### src/rtl/drbg_stream_consumer.sv
// drbg_stream_consumer: banked DRBG keystream buffer emitting one slice per pixel strobe; define STALL_COUNT_EN for the stall_count output
module drbg_stream_consumer #(
  parameter int DATA_WIDTH_IN  = 256,
  parameter int DATA_WIDTH_OUT = 8,
  parameter int NUM_BANKS      = 2,
  parameter int IDLE_HOLD      = 3,
  parameter int VALID_HOLD     = 3,
  parameter bit MSB_FIRST      = 1'b0
) (
  input  logic                      clk,
  input  logic                      reset,
  input  logic                      frame_start,
  input  logic                      pixel_en,
  input  logic [DATA_WIDTH_IN-1:0]  data_in,
  input  logic                      data_in_valid,
  input  logic                      generator_busy,
  output logic                      need_next,
  output logic [DATA_WIDTH_OUT-1:0] data_out,
  output logic                      data_out_valid,
  output logic                      underflow
`ifdef STALL_COUNT_EN
  ,
  output logic [15:0]               stall_count
`endif
);
  localparam int S  = DATA_WIDTH_IN / DATA_WIDTH_OUT;
  localparam int RW = $clog2(S);
  localparam int BW = $clog2(NUM_BANKS);
  localparam int CW = $clog2((IDLE_HOLD > VALID_HOLD ? IDLE_HOLD : VALID_HOLD) + 1);
  typedef enum logic [2:0] {IDLE, REQ, ACK, VALID, LOAD} state_t;
  state_t                    state;
  logic [DATA_WIDTH_IN-1:0]  bank [NUM_BANKS];
  logic [NUM_BANKS-1:0]      full;
  logic [BW-1:0]             wr_bank, rd_bank;
  logic [RW-1:0]             ra, sel;
  logic [CW-1:0]             cnt;
  logic [DATA_WIDTH_IN-1:0]  rd_word;
  logic [DATA_WIDTH_OUT-1:0] slice;
  assign sel     = MSB_FIRST ? RW'(S - 1) - ra : ra;
  assign rd_word = bank[rd_bank];
  assign slice   = rd_word[sel * DATA_WIDTH_OUT +: DATA_WIDTH_OUT];
  // Bank storage needs no reset: the full flags alone decide what is readable.
  always_ff @(posedge clk)
    if (state == LOAD) bank[wr_bank] <= data_in;
  always_ff @(posedge clk or posedge reset) begin
    if (reset) begin
      state          <= IDLE;
      cnt            <= '0;
      need_next      <= 1'b0;
      full           <= '0;
      wr_bank        <= '0;
      rd_bank        <= '0;
      ra             <= '0;
      data_out       <= '0;
      data_out_valid <= 1'b0;
      underflow      <= 1'b0;
`ifdef STALL_COUNT_EN
      stall_count    <= '0;
`endif
    end else if (frame_start) begin
      state          <= IDLE;
      cnt            <= '0;
      need_next      <= 1'b0;
      full           <= '0;
      wr_bank        <= '0;
      rd_bank        <= '0;
      ra             <= '0;
      data_out_valid <= 1'b0;
      underflow      <= 1'b0;
`ifdef STALL_COUNT_EN
      stall_count    <= '0;
`endif
    end else begin
      need_next      <= 1'b0;
      data_out_valid <= 1'b0;
      case (state)
        IDLE: if (!full[wr_bank]) begin
          state <= REQ;
          cnt   <= '0;
        end
        REQ: if (generator_busy) cnt <= '0;
        else if (cnt == CW'(IDLE_HOLD - 1)) begin
          need_next <= 1'b1;
          state     <= ACK;
          cnt       <= '0;
        end else cnt <= cnt + 1'b1;
        ACK: state <= VALID;
        VALID: if (!data_in_valid) cnt <= '0;
        else if (cnt == CW'(VALID_HOLD - 1)) begin
          state <= LOAD;
          cnt   <= '0;
        end else cnt <= cnt + 1'b1;
        LOAD: begin
          full[wr_bank] <= 1'b1;
          wr_bank       <= wr_bank + 1'b1;
          state         <= IDLE;
        end
        default: state <= IDLE;
      endcase
      // LOAD only ever targets an empty bank, so this drain never touches the bank being loaded.
      if (pixel_en) begin
        if (full[rd_bank]) begin
          data_out       <= slice;
          data_out_valid <= 1'b1;
          ra             <= (ra == RW'(S - 1)) ? '0 : ra + 1'b1;
          if (ra == RW'(S - 1)) begin
            full[rd_bank] <= 1'b0;
            rd_bank       <= rd_bank + 1'b1;
          end
        end else begin
          data_out  <= '0;
          underflow <= 1'b1;
`ifdef STALL_COUNT_EN
          stall_count <= stall_count + {15'd0, stall_count != 16'hFFFF};
`endif
        end
      end
    end
  end
endmodule
### config.mk
export PLATFORM = sky130hd
export DESIGN_NAME = drbg_stream_consumer
export DESIGN_NICKNAME = d
export VERILOG_FILES = /design/src/rtl/drbg_stream_consumer.sv
export SDC_FILE = /design/constraint.sdc
export NUM_CORES = 1
export LEC_CHECK = 0
export BUFFER_PORTS_ARGS = -buffer_cell sky130_fd_sc_hd__buf_2
export CORE_UTILIZATION = 52
export CTS_BUF_LIST = sky130_fd_sc_hd__clkbuf_8 sky130_fd_sc_hd__clkbuf_16
export CTS_CLUSTER_SIZE = 25
export DETAILED_ROUTE_END_ITERATION = 7
export GPL_ROUTABILITY_DRIVEN = 0
export PLACE_DENSITY_LB_ADDON = 0.25
export SLEW_MARGIN = 5
export SYNTH_ARGS = -nofsm -noshare
export SYNTH_HDL_FRONTEND = slang
export SYNTH_SLANG_ARGS = --single-unit
### constraint.sdc
create_clock -name clk -period 13.5 [get_ports clk]
set_input_delay 1.35 -clock clk [delete_from_list [all_inputs] [get_ports clk]]
set_output_delay 1.35 -clock clk [all_outputs]
set_load 0.05 [all_outputs]
**Word-level counts from Yosys, hierarchy flattened**

Memories as Yosys holds them, arrays and structs flattened.
Index checks and enable logic that the tools add are counted.

- Multiplexer cells: 50
- Order comparisons: 4
- Equal/unequal tests: 12
- Bitwise gates (word level): 4
- Reductions and logical operators: 14
- Shift operators: 1
- Add/sub/neg operators: 4

Operator list:

| operator | count |
|---|---|
| $shiftx 256x9->8 | 1 |
| $mux 1 | 24 |
| $mux 2 | 11 |
| $mux 5 | 4 |
| $mux 3 | 6 |
| $ne 3x3->1 const B | 5 |
| $pmux 3 s4 | 1 |
| $mux 8 | 1 |
| $reduce_and 2->1 | 4 |
| $reduce_bool 2->1 | 4 |
| $eq 3x2->1 const B | 2 |
| $pmux 2 s3 | 1 |
| $add 5x1->5 const B | 1 |
| $eq 5x5->1 const B | 1 |
| $reduce_and 5->1 | 1 |
| $lt 1x2->1 const B | 2 |
| $reduce_bool 4->1 | 1 |
| $eq 3x1->1 const B | 1 |
| $eq 3x3->1 const B | 1 |
| $logic_not 3->1 | 1 |
| $reduce_and 3->1 | 1 |
| $add 1x1->1 const B | 2 |
| $add 2x1->2 const B | 1 |
| $and 2x2->2 | 1 |
| other kinds (8) | 11 |

- Flip-flop bits (word level): 25
- Bits in writable memories: 512
- Output and inout port bits: 11
- Word-level logic and storage cells: 100
- Memories: 1

Memories:

| memory | depth | width | rd ports | clocked after Yosys merged registers in | wr ports | RTL line | source |
|---|---|---|---|---|---|---|---|
| bank | 2 | 256 | 1 | 0 | 1 | 32 | `logic [DATA_WIDTH_IN-1:0] bank [NUM_BANKS];` |

**Longest topological paths before layout**

Gate-level depths: netlist of the first run.

- Word-level depth: 12
- Depth in mapped cells: 10
- Mapped depth without buffers: 7

**Worst setup path before layout of the first run**

No wires, ideal clock.

- Path type: reg2reg
- Start point: register state[0]
- End point: register full[0]
- Clock period less this slack: 12.556 ns
- Buffers on the path: 0
- Required time: 13.387 ns
- Arrival time: 12.444 ns
- Setup slack: 0.944 ns
- Stages on the path, launching flop included: 6
- Cell sequence: dfrtp_1 nor2_1 nand2_1 nor2_1 o32ai_1 nor2_1

- Word-level cells in the longest chain between the ends: 8

Ends and longest elaborated chain:

| item | RTL line | source |
|---|---|---|
| start: declaration | 31 | `state_t state;` |
| start signal: assignment | 47 | `state <= IDLE;` |
| start signal: assignment | 61 | `state <= IDLE;` |
| start signal: assignment | 78 | `state <= REQ;` |
| $eq 3x3->1 (*) | 76 | `case (state)` |
| $mux 2 (*) | 76 |  |
| $mux 2 (*) | 60 | `end else if (frame_start) begin` |
| $and 2x2->2 (no source line) | -- |  |
| $mux 2 | 106 | `if (ra == RW'(S - 1)) begin` |
| $mux 2 | 102 | `if (full[rd_bank]) begin` |
| $mux 2 (*) | 101 | `if (pixel_en) begin` |
| $mux 2 (*) | 60 |  |
| end signal: assignment | 64 | `full <= '0;` |
| end signal: indexed assignment | 94 | `full[wr_bank] <= 1'b1;` |
| end signal: indexed assignment | 107 | `full[rd_bank] <= 1'b0;` |
| end: declaration | 33 | `logic [NUM_BANKS-1:0] full;` |

Every way passes the cells marked *; elsewhere a longest branch is shown, timed or not. The select of a mux whose other input is x is not followed.
A chain may end at the register's enable or synchronous reset.

**Worst setup path in the final report of the first run**

- Start point: register rd_bank
- End point: register data_out[3]

- Word-level cells in the longest chain between the ends: 3
- Elaborated cells on any way between the ends: 5

Ends and longest elaborated chain:

| item | RTL line | source |
|---|---|---|
| start: declaration | 34 | `logic [BW-1:0] wr_bank, rd_bank;` |
| start signal: assignment | 108 | `rd_bank <= rd_bank + 1'b1;` |
| $mem_v2 2x256 / $mux 1 (equally long branches) | -- |  |
| $shiftx 256x9->8 / $mux 1 (equally long branches) | 41, 102 |  |
| $mux 8 (*) | 102 |  |
| end signal: assignment | 103 | `data_out <= slice;` |
| end: declaration | 18 | `output logic [DATA_WIDTH_OUT-1:0] data_out,` |

Marks and branches as above.

==> results.md, run 1 <==
- Status: completed
- Antenna Nets Post-Route: 0
- Final count of hold timing violations: 0
- CP Capture Type: flop
- Clock power frac: 42.8%
- Top cell family by delay on the critical path: compound AO/OA/AOI/OAI gates
- Vias in the first global route: 11200
- Multi-input combinational cell area: 4500 um^2
- Post-CTS Setup Inserts: 0
- Final min period: 3510 ps
- Net Switching: 0.000624 W
- Inst Count DP: 1822
- Hpwl dp: 30400 um
- R2R Setup Slk: 9990 ps
- Crit Path Max Fanout: 54
- Post-synth top cells: edfxtp_1, mux2i_1, mux4_2
- Fill count: 2970
- Worst rel slew slack: 27.8%
- Residual DRC count: 0
- Via density per instance: 5.71
- Seq/Total Area, Yosys: 76.6%
- Drt wl/cell: 24.1 um
- Area of the mapped netlist: 20900 um^2
- PD cells: 135 nW/um^2
- Initial antenna violation count: 16
- Worst skew pair latency: 590 ps
- CTS tree: done
- CTS Root Cell: clkbuf_16
- Post-CTS Hold Fix Bufs: 0
- Leakage power: 7.96 nW
- GRT Overall Usage: 22.7%
- Slowest CP cell: dfrtp_4
- CP Launch Type: flop
- First-pass GRT wire length: 67700 um
- Comb pwr share: 1.8%
- Maxcap violations: 0
- Layout cells sized above 1: 32.4%
- RSZ-0062 raised after global routing: no
- DP Area: 22700 um^2
- # IOs: 273
- Synth Warn #: 0
- Number of buffers created by CTS: 54
- Full die area: 41000 um^2
- Die height: 202 um
- Post-Layout Cell Count: 1925
- Final setup fails: 0
- Setup Crit Path Kind: flop to flop
- P&R area growth vs syn: 16.6%
- Die Width: 202 um
- Distinct cells, synth: 49
- Row cnt: 73
- Yosys top cell by area: edfxtp_1
- Synth top area share: 73.6%
- Reg power frac: 55.4%
- GRT overflow: 0
- Placeable core region: 39600 um^2
- Largest net degree at the start of global routing: 104
- Count leader, synth: edfxtp_1
- Initial drt markers: 791
- Clock sinks: 537
- Initial Util: 52.7%
- Post-route cell area: 24400 um^2
- Max-slew violation count: 0
- Internal power: 0.00267 W
- First-pass DRT Iterations: 5
- Peak VDD IR: 0.109 mV
- HP Class: flop to flop
- H-tree depth: 2
- #FFs+latches synth: 537
- Setup tns final: 0 ps
- Async SR Flop Fraction: 4.66%
- IO Port Bufs: 272
- Synth top area cells: edfxtp_1, mux4_2, mux2i_1
- Max clock buf depth: 3
- Final Util: 61.4%
- Achievable clock frequency: 285 MHz
- Nets: 1617
- Ys flop type: edfxtp_1
- Arrival @ worst endpoint: 3950 ps
- Sequential cell area: 16000 um^2
- Buf+Inv Stages, Crit Path: 1
- Max stage delay on crit path: 910 ps
- Clk slew on worst S/H paths: 60 ps
- Via count: 11000
- Period utilization: 26.0%
- Post-Syn Nets: 1334
- Required time worst endpoint: 13940 ps
- # resized after CTS: 0
- Sw Share: 19.0%
- Number of synthesized flops with an enable pin: 512
- Crit path cell chain: buf_4, mux2_2, o22ai_1, nor2_1, a211oi_1, o32ai_1
- Worst clock skew: 15.6 ps
- Mapped Cells: 1070
- Avg Cell Area, Syn: 19.5 um^2
- Slew @ Worst Pin: 1080 ps
- Final wirelength: 46400 um
[final timing paths]
check                           startpoint           to  cells past startpoint
worst min register to register      cnt[1]       cnt[1]                      1
worst min-delay path                cnt[1]       cnt[1]                      1
max in group asynchronous            reset        ra[0]                      3
worst max register to register     rd_bank  data_out[3]                      6
min in group asynchronous            reset       cnt[0]                      3
worst max-delay path               rd_bank  data_out[3]                      6
[flip-flops by register name, summed over array words and instances (netlist names)]
name	flops
bank	512
cnt	2
data_out	8
data_out_valid	1
full	2
need_next	1
ra	5
rd_bank	1
state	3
underflow	1
wr_bank	1
[power groups by stage]
stage | clock (W) | sequential [W] | combinational [W]
final | 0.00141 | 0.00182 | 0.0000583
after global routing | 0.00149 | 0.00182 | 0.0000628
after CTS | 0.00144 | 0.00182 | 0.0000590
after detailed placement | 0 | 0.00186 | 0.0000588
after global placement | 0 | 0.00186 | 0.0000554
after floorplan | 0 | 0.00186 | 0.00000351
[cell families after synthesis]
group | after synthesis | share of synthesized area [%]
muxes | 212 | 14.1
DFF | 537 | 76.6
xor gates and xnor gates | 3 | 0.126
buffers and inverters | 66 | 1.97
AOI/OAI and AO/OA | 122 | 4.32
and+or+nand+nor | 128 | 2.79
adders and majority gates | 2 | 0.120
[stage by stage]
stage	total power [W]	hold slack, ps	setup slack [ps]
final	0.00329	535	9990
after global routing	0.00338	565	9750
after CTS	0.00332	537	9930
after detailed placement	0.00192	521	9960
after global placement	0.00191	500	10010
after floorplan	0.00186	466	944
[routing by layer]
| metal | track usage, % | vias to the layer above | part of all wire, % |
|---|---|---|---|
| li1 | - | 4949 | - |
| met3 | 6.66 | 76 | 8.4 |
| met1 | 29.9 | 5599 | 40 |
| met5 | 1.19 | - | 0.23 |
| met4 | 7.12 | 16 | 2.1 |
| met2 | 36.4 | 360 | 49 |
[worst reg2reg max path, stage by stage (launching register included)]
cell and delay [ps]:
dfrtp_4 910, buf_4 880, mux2_2 480, o22ai_1 170
nor2_1 120, a211oi_1 670, o32ai_1 150
[cell usage in the layout, fill, tap and decap left out, types with 9 or more instances in the layout]
cell,n
mux2_2,16
a21oi_1,10
buf_4,13
o32ai_1,9
edfxtp_1,512
clkinv_2,11
o21ai_0,13
buf_2,272
clkinv_1,10
dfrtp_1,21
nand2_1,33
inv_1,15
clkbuf_16,55
o22ai_1,36
mux4_2,64
nor3_1,11
o221ai_1,12
diode_2,10
nor2_1,53
mux2i_1,132
[layout make-up]
cell class / instances / share of cell area (%)
inverter: 7 / 0.108
clock buffer: 56 / 5.71
tap: 525 / 2.70
clock inverter: 37 / 1.13
timing repair buffer: 286 / 6.07
sequential: 537 / 65.7
multi-input combinational: 467 / 18.5
antenna: 10 / 0.103
No activity file was read; power rests on OpenSTA's default activity.
==> run 2, diff against run 1 <==
==> constraint.sdc (replaced) <==
create_clock -name clk -period 2.85 [get_ports clk]
set_input_delay 0.285 -clock clk [delete_from_list [all_inputs] [get_ports clk]]
set_output_delay 0.285 -clock clk [all_outputs]
set_load 0.05 [all_outputs]
==> results.md, run 2 (same netlist as run 1, synthesis figures left out) <==
- Status: completed
- Drt wl/cell: 23.0 um (-4.7%)
- RSZ-0062 raised after global routing: no
- CTS tree: done
- H-tree depth: 2 (unchanged)
- Leakage power: 9.28 nW (+17%)
- Most frequent CP cell: buf_12
- Antenna Nets Post-Route: 0 (unchanged)
- Setup Crit Path Kind: flop to flop
- Fill count: 2567 (-14%)
- Reg2reg start: rd_bank
- GRT Overall Usage: 25.4% (+2.7 points)
- R2R Setup Slk: 250 ps (-9740 ps)
- Final Hold Slack: 61.2 ps (-473 ps)
- Final count of hold timing violations: 0 (unchanged)
- Peak VDD IR: 0.500 mV (+360%)
- Period utilization: 91.2% (+65 points)
- # IOs: 273 (unchanged)
- Clk slew on worst S/H paths: 60 ps (about the same)
- PD cells: 588 nW/um^2 (+340%)
- CP Launch Type: flop
- Crit Path Max Fanout: 32 (-41%)
- Slowest CP cell: dfrtp_4
- Max reg flops: 512 (unchanged)
- Max stage delay on crit path: 580 ps (-330 ps)
- P&R area growth vs syn: 31.4%
- R2R depth: 7 (+1)
- Hpwl dp: 32200 um (+6.1%)
- R2R Path End: data_out[1]
- Largest net degree at the start of global routing: 116 (+12%)
- Max clock buf depth: 3 (unchanged)
- Worst rel slew slack: 48.0% (+20 points)
- GRT overflow: 0 (unchanged)
- Largest regs: bank: 512 flops, data_out: 8 flops, ra: 5 flops
- Number of buffers created by CTS: 54 (unchanged)
- Crit path cell chain: buf_12, buf_12, mux2_2, o22ai_1, nor2_1, a211oi_1, o32ai_1
- Clock sinks: 537 (unchanged)
- Via count: 12300 (+12%)
- Die Width: 202 um (unchanged)
- IO Port Bufs: 272 (unchanged)
- Hold Path End: underflow
- Hold path depth: 3 (+2)
- Worst skew pair latency: 590 ps (about the same)
- First-pass GRT wire length: 76800 um (+14%)
- Achievable clock frequency: 385 MHz (+35%)
- Worst clock skew: 24.1 ps (+8.52 ps)
- CP Capture Type: flop
- HP Class: primary input to flop
- Top reg by flops: bank
- Arrival @ worst endpoint: 3050 ps (-900 ps)
- Residual DRC count: 0 (unchanged)
- # resized after CTS: 0 (unchanged)
- Row cnt: 73 (unchanged)
- Vias in the first global route: 13200 (+18%)
- Commonest non-fill, non-tap cell in the layout: edfxtp_1
- Initial Util: 52.7% (unchanged)
- CTS Root Cell: clkbuf_16
- Max-slew violation count: 0 (unchanged)
- Die height: 202 um (unchanged)
- Full die area: 41000 um^2 (unchanged)
- Final wirelength: 50800 um (+9.6%)
- Slew @ Worst Pin: 773 ps (-310 ps)
- Final setup fails: 0 (unchanged)
- Total power: 0.0161 W (+390%)
- Nets: 1911 (+18%)
- First-pass DRT Iterations: 5 (unchanged)
- Final Util: 69.3% (+7.8 points)
- Maxcap violations: 0 (unchanged)
- Initial drt markers: 955 (+21%)
- Final min period: 2600 ps (-907 ps)
- Hold Crit Start: pixel_en
- Required time worst endpoint: 3300 ps (-10640 ps)
- Layout cells sized above 1: 28.8% (-3.6 points)
- Via density per instance: 5.55 (-2.9%)
- Initial antenna violation count: 2 (-14)
- Most frequent cells in the layout: edfxtp_1, buf_2, dlygate4sd3_1, mux2i_1, mux4_2
- Placeable core region: 39600 um^2 (unchanged)
## run 2: changes by cell type in the layout (fill, tap and decap cells not counted), moves of 4 or more
cell and change:
buf_12 +16, buf_4 +19, clkinv_1 +5, clkinv_2 -4, diode_2 -8, dlygate4sd3_1 +259
## run 2: area by class of cell
type	count	area [um^2]	area share, %
Timing Repair Buffer	580	4530	16.5
Clock inverter	41	350	1.28
Sequential cell	537	16000	58.3
Antenna cell	2	5.00	0.0182
Inverter	7	26.3	0.0957
Clock buffer	55	1380	5.01
Tap cell	525	657	2.39
Multi-Input combinational cell	467	4500	16.4
## run 2: critical path, delay by kind of cell (launching register included)
kind | cells | cell delay [ps]
buffers and inverters | 2 | 490
and+or+nand+nor | 1 | 100
muxes | 1 | 370
AOI/OAI and AO/OA | 3 | 880
DFF | 1 | 580
## run 2: repair_timing
item                                   4_1_cts  5_1_grt
endpoints found under the hold margin      532        0
hold buffers                               259        0
setup buffers                                0        0
## run 2: power breakdown
part	switching, W	internal [W]	leakage (nW)
Combinational	0.000210	0.000366	3.48
Sequential	0.00000262	0.00864	4.94
Clock	0.00289	0.00403	0.860
## run 2: worst max path at each step
stage                             end  slack [ps]  startpoint
after floorplan            bank[0][0]       -2030    state[1]
after global placement    data_out[3]         270     rd_bank
after detailed placement  data_out[3]         240     rd_bank
after CTS                 data_out[3]         220     rd_bank
after global routing      data_out[3]         190     rd_bank
final                     data_out[1]         250     rd_bank
## run 2: per-layer routing
layer / routed length [um] / track usage [%] / vias up / share of wire [%]
li1: - / - / 5547 / -
met1: 20000 / 32.5 / 6192 / 39
met2: 25700 / 43.2 / 458 / 51
met3: 3700 / 5.69 / 83 / 7.3
met4: 1410 / 8.08 / 0 / 2.8
met5: 0 / 0 / - / 0
## run 2: through the flow
stage               setup slack, ps  instances  setup TNS (ps)  instance area [um^2]
floorplan                     -2030       1070         -845200                 20900
global placement                266       1857               0                 23100
detailed placement              236       1857               0                 23100
CTS                             219       2212               0                 27500
global route                    187       2214               0                 27500
finish                          251       2214               0                 27500
